**src/rtl/hazard_forward_unit.sv**
```systemverilog
// Forwarding-select and load-use stall unit: tracks in-flight destinations from EX
// onward and resolves each ID source operand against them, youngest producer first.
module hazard_forward_unit #(
  parameter int REG_AW    = 5,
  parameter int NUM_SRC   = 2,
  parameter int FWD_DEPTH = 2,
  parameter int LOAD_RDY  = 2,
  parameter int CNT_W     = 16,
  localparam int SEL_W    = $clog2(FWD_DEPTH + 1)
) (
  input  logic                       clk,
  input  logic                       rst_n,
  input  logic                       id_valid,
  input  logic [NUM_SRC*REG_AW-1:0]  id_src,
  input  logic [NUM_SRC-1:0]         id_src_used,
  input  logic [REG_AW-1:0]          id_rd,
  input  logic                       id_regwrite,
  input  logic                       id_is_load,
  input  logic                       flush,
  output logic                       stall_id,
  output logic [NUM_SRC*SEL_W-1:0]   ex_fwd_sel,
  output logic [CNT_W-1:0]           stall_cnt
);

  logic [FWD_DEPTH:0]         v_q, v_d;
  logic [FWD_DEPTH:0]         we_q, we_d;
  logic [FWD_DEPTH:0]         ld_q, ld_d;
  logic [REG_AW-1:0]          rd_q [0:FWD_DEPTH];
  logic [REG_AW-1:0]          rd_d [0:FWD_DEPTH];
  logic [NUM_SRC*SEL_W-1:0]   ex_fwd_sel_q, ex_fwd_sel_d;
  logic [CNT_W-1:0]           stall_cnt_q, stall_cnt_d;

  logic [NUM_SRC*SEL_W-1:0]   cand_sel_s;
  logic [NUM_SRC-1:0]         hazard_s;
  logic [REG_AW-1:0]          src_s;
  logic                       found_s;
  logic                       stall_s;
  logic                       enter_s;

  // Operand resolution: S[FWD_DEPTH] is excluded because the regfile write lands before the read.
  always_comb begin
    cand_sel_s = '0;
    hazard_s   = '0;
    src_s      = '0;
    found_s    = 1'b0;
    for (int i = 0; i < NUM_SRC; i++) begin
      src_s   = id_src[i*REG_AW +: REG_AW];
      found_s = 1'b0;
      for (int k = 0; k < FWD_DEPTH; k++) begin
        if (!found_s && v_q[k] && we_q[k] && (rd_q[k] == src_s) &&
            (src_s != '0) && id_src_used[i]) begin
          found_s                         = 1'b1;
          cand_sel_s[i*SEL_W +: SEL_W]    = SEL_W'(k + 1);
          hazard_s[i]                     = ld_q[k] && ((k + 1) < LOAD_RDY);
        end else begin
          found_s = found_s;
        end
      end
    end
  end

  assign stall_s = id_valid && !flush && (|hazard_s);
  assign enter_s = id_valid && !stall_s && !flush;

  // Next tracker state, EX selects and saturating stall count.
  always_comb begin
    v_d[0]  = enter_s;
    we_d[0] = enter_s && id_regwrite;
    ld_d[0] = enter_s && id_is_load;
    if (enter_s) begin
      rd_d[0]      = id_rd;
      ex_fwd_sel_d = cand_sel_s;
    end else begin
      rd_d[0]      = '0;
      ex_fwd_sel_d = '0;
    end
    for (int k = 1; k <= FWD_DEPTH; k++) begin
      v_d[k]  = v_q[k-1];
      we_d[k] = we_q[k-1];
      ld_d[k] = ld_q[k-1];
      rd_d[k] = rd_q[k-1];
    end
    if (stall_s && (stall_cnt_q != {CNT_W{1'b1}})) begin
      stall_cnt_d = stall_cnt_q + CNT_W'(1);
    end else begin
      stall_cnt_d = stall_cnt_q;
    end
  end

  // State registers.
  always_ff @(posedge clk or negedge rst_n) begin
    if (!rst_n) begin
      v_q          <= '0;
      we_q         <= '0;
      ld_q         <= '0;
      ex_fwd_sel_q <= '0;
      stall_cnt_q  <= '0;
      for (int k = 0; k <= FWD_DEPTH; k++) begin
        rd_q[k] <= '0;
      end
    end else begin
      v_q          <= v_d;
      we_q         <= we_d;
      ld_q         <= ld_d;
      ex_fwd_sel_q <= ex_fwd_sel_d;
      stall_cnt_q  <= stall_cnt_d;
      for (int k = 0; k <= FWD_DEPTH; k++) begin
        rd_q[k] <= rd_d[k];
      end
    end
  end

  assign stall_id   = stall_s;
  assign ex_fwd_sel = ex_fwd_sel_q;
  assign stall_cnt  = stall_cnt_q;

endmodule
```
**config.mk**
```make
export PLATFORM = sky130hd
export DESIGN_NAME = hazard_forward_unit
export DESIGN_NICKNAME = d
export VERILOG_FILES = /design/src/rtl/hazard_forward_unit.sv
export SDC_FILE = /design/constraint.sdc
export NUM_CORES = 1
export LEC_CHECK = 0
export BUFFER_PORTS_ARGS = -buffer_cell sky130_fd_sc_hd__clkbuf_2
export CAP_MARGIN = 20
export CORE_ASPECT_RATIO = 2
export CORE_MARGIN = 2
export CORE_UTILIZATION = 33
export DETAILED_ROUTE_END_ITERATION = 6
export PLACE_DENSITY = 0.51
export SLEW_MARGIN = 0
export SYNTH_ARGS = -nofsm -noshare
export SYNTH_HDL_FRONTEND = slang
export SYNTH_SLANG_ARGS = --single-unit
```
**constraint.sdc**
```tcl
create_clock -name clk -period 4.7 [get_ports clk]
set_input_delay 0.47 -clock clk [delete_from_list [all_inputs] [get_ports clk]]
set_output_delay 0.47 -clock clk [all_outputs]
set_load 0.02 [all_outputs]
```
Yosys cells after proc, flatten, opt, wreduce, memory -nomap -nowiden
Cells that the tools add are included. Widths: inputs -> output; s select.

Bits in registers: 35. Bits of input ports: 23. Word-level logic and storage cells: 56.

Add/subtract/negate cells: 1. Equal/unequal tests: 5. Multiplexer cells: 12. Reduce and logical (&&, ||, !) cells: 31.

Operators by type and width (number): $logic_and 1x1->1 (24); $eq 5x5->1 (4); $add 16x1->16 const B (1); $ne 16x16->1 const B (1); $reduce_bool 5->1 (2); $mux 1 (8); $mux 5 (1); $logic_not 1->1 (4); $mux 2 (2); $mux 4 (1); $reduce_or 2->1 (1).

Logic depth before layout (Yosys ltp)
Gate-level depths: netlist of run 1.

Word-level depth: 18. Depth in mapped cells: 8. Mapped depth without buffers: 7.

Worst setup path before layout of run 1
OpenSTA, ideal clock, no wires.

Path type: in2reg. Start point: input id_src[1]. End point: register stall_cnt_q[10], in the netlist stall_cnt[10]. Data arrival time: 2.115 ns. Required time: 4.569 ns. Slack: 2.454 ns. Stages: 8. Path buffers: 2. Cell sequence: xnor2_1 -> nand4_1 -> or4_1 -> buf_2 -> a21o_1 -> buf_6 -> or3_1 -> xnor2_1.

Longest elaborated chain between the ends: 15. Elaborated cells between the ends (all ways): 18. Those cells by class: 2 x eq/ne; 3 x mux; 13 x reduce/logical.

Ends and longest elaborated chain: start, declared (line 14) `input logic [NUM_SRC*REG_AW-1:0] id_src,`; $eq 5x5->1 (line 50) `if (!found_s && v_q[k] && we_q[k] && (rd_q[k] == src_s) &&`; $logic_and 1x1->1 (2 in a row) (line 50); $logic_and 1x1->1 (line 51) `(src_s != '0) && id_src_used[i]) begin`; $mux 1 (line 50); $logic_not 1->1 (line 50); $logic_and 1x1->1 (4 in a row) (line 50); $logic_and 1x1->1 (line 51); $mux 1 * (line 50); $reduce_or 2->1 * (line 62) `assign stall_s = id_valid && !flush && (|hazard_s);`; $logic_and 1x1->1 * (line 62); $logic_and 1x1->1 * (line 83) `if (stall_s && (stall_cnt_q != {CNT_W{1'b1}})) begin`; end signal, assigned (line 106) `stall_cnt_q <= stall_cnt_d;`; end, declared (line 31) `logic [CNT_W-1:0] stall_cnt_q, stall_cnt_d;`.

Every way passes the cells marked *; elsewhere a longest branch is shown, timed or not. A chain may end at the register's enable or synchronous reset.

Final worst setup path of run 1
Start point: register rd_q, in the netlist rd_d[7]. End point: output stall_id.

Longest elaborated chain between the ends: 14. Elaborated cells between the ends (all ways): 28. Those cells by class: 2 x eq/ne; 6 x mux; 20 x reduce/logical.

Ends and longest elaborated chain: start, declared (line 28) `logic [REG_AW-1:0] rd_q [0:FWD_DEPTH];`; start signal, assigned by index (line 108) `rd_q[k] <= rd_d[k];`; $eq 5x5->1 (line 50); $logic_and 1x1->1 (2 in a row) (line 50); $logic_and 1x1->1 (line 51); $mux 1 (line 50); $logic_not 1->1 (line 50); $logic_and 1x1->1 (4 in a row) (line 50); $logic_and 1x1->1 (line 51); $mux 1 (line 50); $reduce_or 2->1 * (line 62); $logic_and 1x1->1 * (line 62); end, declared (line 20) `output logic stall_id,`.

Marks and branches as above.

==> reports/results.tsv, run 1 <==
metric	value	unit
Top FF cell, synth	dfrtp_1	
Reg clk slew, reported paths	0.07	ns
Cell Area, Synth	1637	sq um
Avg Cell Area, Syn	11.29	sq um
r2r startpoint	rd_d[7]$_DFF_PN0_	
hold crit path type	in2async	
Slew headroom	0.4339	
reg-to-reg endpoint	stall_cnt[1]$_DFFE_PN0P_	
# rows	36	
Layout Utilization	0.4138	
Period minus WS final	2.645	ns
GRT Total Usage	0.1438	
vias in the first global route	1349	
Yosys top cell by area	dfrtp_1	
clk_lat worst skew	0.28	ns
port bufs	43	
post-synthesis sequential area ratio	0.5352	
Post-Syn Nets	169	
# diodes	0	
cts repair resizes	0	
initial antenna violation count	0	
Setup Fix Bufs, Post-CTS	0	
largest cells by area after synthesis	dfrtp_1 (54%), xnor2_1 (9.6%), xor2_1 (8.6%), and2_1 (2.7%), nand4_1 (2.7%)	
drt wl/cell	14.25	um
#FFs+latches synth	35	
CP max stage delay	0.60	ns
clock root buffer	clkbuf_8	
Syn Inst Count	145	
Buf+Inv Stages, Crit Path	2	
CP top delay family	simple AND/OR/NAND/NOR gates	
Async S/R FF share, synth	1.000	
largest net degree at the start of global routing	36	
synth warn	0	
Worst Reg-to-Reg Cells	5	
CP max stage cell	or4_1	
Worst Setup EP	stall_id	
RSZ-0062 raised after global routing	no	
Final Non-Filler Cells	250	
DR vias	1297	
CTS tree	yes	
die width	53.80	um
drt initial violations	13	
chip height	103.6	um
Final Hold Viols	0	
Yosys cell types	27	
worst hold slack	0.2880	ns
Max IR drop VDD	172.5	uV
clock sinks	35	
DRC Markers	0	
Initial Utilization	0.3396	
arrival time at the worst endpoint	2.17	ns
crit path max fanout	9	
Max Cap Viol	0	
CP Launch Point	rd_d[7]$_DFF_PN0_	
Pleak	0.9938	nW
final WL	3.563	mm
setup TNS	0	ns
Placed Cells incl. Taps	243	
run status	finished, final reports clean	
clock tree buffer depth	2	
cell breakdown of the critical path	xnor2_1, nand4_1, or4_1, a21o_1, inv_1, clkbuf_2	
first-pass GRT wire length	5.899	mm
TritonCTS Buffers	5	
EDFF count, synth	0	
power density cells	280.7	nW/um^2
highest clock rate	378.1	MHz
share of cells above drive strength 1	0.2798	
grt total ovfl	0	
H-tree depth	2	
commonest non-fill, non-tap cell in the layout	clkbuf_2	
Final setup violation count	0	
Pins Over Slew Limit	0	
io pins	44	
Via-to-Cell Ratio	5.188	
Critical Path End Type	output pin	
critical path depth	6	
Core Area	4820	sq um
Die ar.	5573	sq um
Critical Path Source Type	register	
Pre-antenna DRT Iters	4	
Fin Clk Skew	0.007325	ns
Final nets	217	
worst reg-to-reg setup slack	2.33	ns
# hold bufs at CTS	0	
Routed Antenna Nets	0	
Final period util	0.5627	
global placement routability congestion	0.8226	
Yosys top cell area share	0.5352	
post-DP HPWL	2.832	mm
P&R area growth vs syn	21.87	%
Setup CP Type	reg2out	
worst slew pin tran	0.8492	ns
WP data required	4.23	ns
fill count	517	
most frequent cells in the layout	clkbuf_2 (43), dfrtp_1 (35), xnor2_1 (18)	
[flip-flops by register name, indices dropped and copies added, names as in the netlist]
signal	cells
rd_d	10
stall_cnt	16
v_q	2
we_q	2
ld_q	1
ex_fwd_sel	4
[kinds of logic after synthesis]
group / synth area share
compound gates: 0.02905
xor+xnor: 0.1820
fa+ha+maj: 0.007644
buf+inv: 0.01452
flops: 0.5352
mux: 0.01376
simple gates: 0.2179
[report_power, final]
group          switching [mW]  leakage, nW  total [mW]  internal (mW)
Clock                  0.0963       0.0470       0.211          0.115
Sequential            0.00458        0.480       0.311          0.306
Combinational          0.0204        0.467      0.0379         0.0174
Total                   0.121        0.994       0.560          0.439
[worst min-delay path by stage]
| stage | cells after the start | end | slack (ns) | startpoint |
|---|---|---|---|---|
| after global routing | 1 | we_q[0]$_DFF_PN0_ | 0.36 | rst_n |
| after CTS | 1 | stall_cnt[8]$_DFFE_PN0P_ | 0.31 | rst_n |
| final | 1 | stall_cnt[8]$_DFFE_PN0P_ | 0.29 | rst_n |
| after floorplan | 0 | ex_fwd_sel[0]$_DFF_PN0_ | 0.17 | rst_n |
| after detailed placement | 0 | v_q[1]$_DFF_PN0_ | 0.37 | v_q[0]$_DFF_PN0_ |
| after global placement | 0 | v_q[1]$_DFF_PN0_ | 0.36 | v_q[0]$_DFF_PN0_ |
[synth_stat cells, types with 2 or more instances]
master and instances:
and3_1 5, mux2_2 2, dfrtp_1 35, o21ai_1 2, nor2_1 3, and2_1 7, nand2_1 11, a21oi_1 2
xnor2_1 18, xor2_1 16, and4_1 2, nor4_1 7, nand4_1 7, nor3_1 5, nand3_1 7, or4_1 4
inv_1 2
[area by class of cell]
cell class,count,area [sq um],share of cell area
Tap cell,57,71.32,0.03576
Timing Repair Buffer,43,215.2,0.1079
Inverter,2,7.507,0.003764
Sequential cell,35,875.8,0.4391
Clock inverter,1,5.005,0.002509
Clock buffer,6,82.58,0.04141
Multi-Input combinational cell,106,737.0,0.3695
[per-stage QoR]
step	power, mW	setup WS (ns)	area [sq um]
after global placement	0.3545	2.149	1907
after detailed placement	0.3554	2.114	1907
after floorplan	0.3323	2.454	1637
after CTS	0.5715	2.028	1994
after global routing	0.5879	1.925	1994
final	0.5599	2.055	1994
[metal layers]
layer	GRT usage	wire (um)
met5	0	0
met1	0.1461	1284
met4	0.07509	110
met3	0.03314	232
met2	0.2526	1936
(Power assumes the default switching activity.)
==> inputs of run 2 (changes only) <==
clock period = 2.5 ns   (was 4.7 ns; I/O delays follow)
==> reports/results.tsv, run 2 (synthesis gave the netlist of run 1 again) <==
metric	value	unit	change
Routed Antenna Nets	0		unchanged
final WL	3.777	mm	+6.0%
Area after DPL	1922	sq um	+0.79%
Max IR drop VDD	561.0	uV	+230%
GRT Total Usage	0.1509		+0.007105
Slew headroom	0.4291		-0.004718
commonest non-fill, non-tap cell in the layout	clkbuf_2		
arrival time at the worst endpoint	2.13	ns	-0.04 ns
DRC Markers	0		unchanged
Pleak	1.022	nW	+2.9%
Final period util	0.9505		
max layer used	met4		
CTS tree	yes		
largest net degree at the start of global routing	36		unchanged
# rows	36		unchanged
TritonCTS Buffers	5		unchanged
worst reg-to-reg setup slack	0.13	ns	-2.20 ns
Setup Fix Bufs, Post-CTS	0		unchanged
Critical Path End Type	output pin		
power density cells	575.5	nW/um^2	+110%
max FFs per register	16		unchanged
Via-to-Cell Ratio	5.051		-2.6%
Period minus WS final	2.376	ns	
WL met1	1.393	mm	+8.5%
drt initial violations	26		+13
setup TNS	0	ns	unchanged
met3 WL	188	um	-19%
post-DP HPWL	2.889	mm	+2.0%
# hold bufs at CTS	0		unchanged
Setup CP Type	reg2out		
Critical Path Source Type	register		
Final Hold Viols	0		unchanged
die width	53.80	um	unchanged
run status	finished, final reports clean		
crit path max fanout	9		unchanged
drt wl/cell	14.93	um	+4.7%
Final setup violation count	0		unchanged
clock tree buffer depth	2		unchanged
port bufs	43		unchanged
fill count	465		-10%
initial antenna violation count	0		unchanged
Initial Utilization	0.3396		unchanged
clock root buffer	clkbuf_8		
clock sinks	35		unchanged
global placement routability congestion	0.8072		-1.9%
clk_lat worst skew	0.28	ns	about the same
Pre-antenna DRT Iters	4		unchanged
chip height	103.6	um	unchanged
Final nets	219		+0.92%
worst slew pin tran	0.8563	ns	+0.007077 ns
Final Cell Area	2048	sq um	+2.7%
met2 wire len	2.121	mm	+9.6%
RSZ-0062 raised after global routing	no		
Fin Clk Skew	0.003575	ns	-0.003751 ns
WP data required	2.25	ns	-1.98 ns
share of cells above drive strength 1	0.3061		+0.02633
Die ar.	5573	sq um	unchanged
Core Area	4820	sq um	unchanged
most frequent cells in the layout	clkbuf_2 (43), dfrtp_1 (35), xnor2_1 (18)		
# diodes	0		unchanged
P&R area growth vs syn	25.15	%	
Max Cap Viol	0		unchanged
vias in the first global route	1319		-2.2%
grt total ovfl	0		unchanged
total power	1.179	mW	+110%
io pins	44		unchanged
first-pass GRT wire length	6.154	mm	+4.3%
hold crit path type	in2async		
Reg clk slew, reported paths	0.07	ns	about the same
DR vias	1278		-1.5%
Pins Over Slew Limit	0		unchanged
H-tree depth	2		unchanged
highest clock rate	420.8	MHz	
==> run 2: cell count changes in the layout (fill, tap and decap cells not counted), sizes merged <==
cell	delta
bufinv	+1
buf	+2
==> run 2: metal layers <==
layer / vias to the layer above / track usage
met4: 0 / 0.05678
met1: 618 / 0.1632
met3: 6 / 0.02305
met5: - / 0
met2: 45 / 0.2735
li1: 609 / -
==> run 2: timing repair <==
action	4_1_cts	5_1_grt
endpoints found under the hold margin	0	0
gates resized for setup	0	3
endpoints found under the setup margin	0	3
==> run 2: cell type report <==
class | count | area, sq um | area share
tap | 57 | 71.32 | 0.03482
clock buffer | 6 | 82.58 | 0.04032
clock inverter | 2 | 35.03 | 0.01710
timing repair buffer | 45 | 230.2 | 0.1124
inverter | 2 | 7.507 | 0.003665
multi-input combinational | 106 | 745.7 | 0.3641
sequential | 35 | 875.8 | 0.4276
==> run 2: final timing paths <==
kind / from / to / cells after the start
hold reg to reg: v_q[0]$_DFF_PN0_ / v_q[1]$_DFF_PN0_ / 0
hold / removal: rst_n / ld_q[0]$_DFF_PN0_ / 1
setup / recovery: rd_d[9]$_DFF_PN0_ / stall_id / 6
max in group asynchronous: rst_n / stall_cnt[6]$_DFFE_PN0P_ / 1
min in group clk: id_rd[4] / rd_d[9]$_DFF_PN0_ / 2
setup reg to reg: rd_d[9]$_DFF_PN0_ / stall_cnt[12]$_DFFE_PN0P_ / 6
==> run 2: per-stage QoR <==
| stage | cells | hold slack [ns] | utilization | worst slack (ns) |
|---|---|---|---|---|
| after floorplan | 145 | -0.04559 | - | 0.3308 |
| after global placement | 245 | 0.3561 | 0.3988 | 0.1834 |
| after detailed placement | 245 | 0.3587 | 0.3988 | 0.1545 |
| after CTS | 253 | 0.09396 | 0.4232 | 0.01841 |
| after global routing | 253 | 0.1236 | 0.4250 | 0.04448 |
| final | 253 | 0.06672 | 0.4250 | 0.1236 |
==> run 2: worst max-delay path: stages, from the launching register on <==
cell	delay [ns]
dfrtp_1	0.42
xnor2_1	0.20
nand4_1	0.14
or4_4	0.54
a21o_2	0.30
inv_1	0.07
clkbuf_2	0.16
==> run 2: power breakdown <==
| group | internal [mW] | leakage (nW) | switching, mW |
|---|---|---|---|
| logic | 0.0339 | 0.481 | 0.0394 |
| registers | 0.576 | 0.480 | 0.00811 |
| clock network | 0.323 | 0.0612 | 0.199 |
| total | 0.932 | 1.02 | 0.247 |
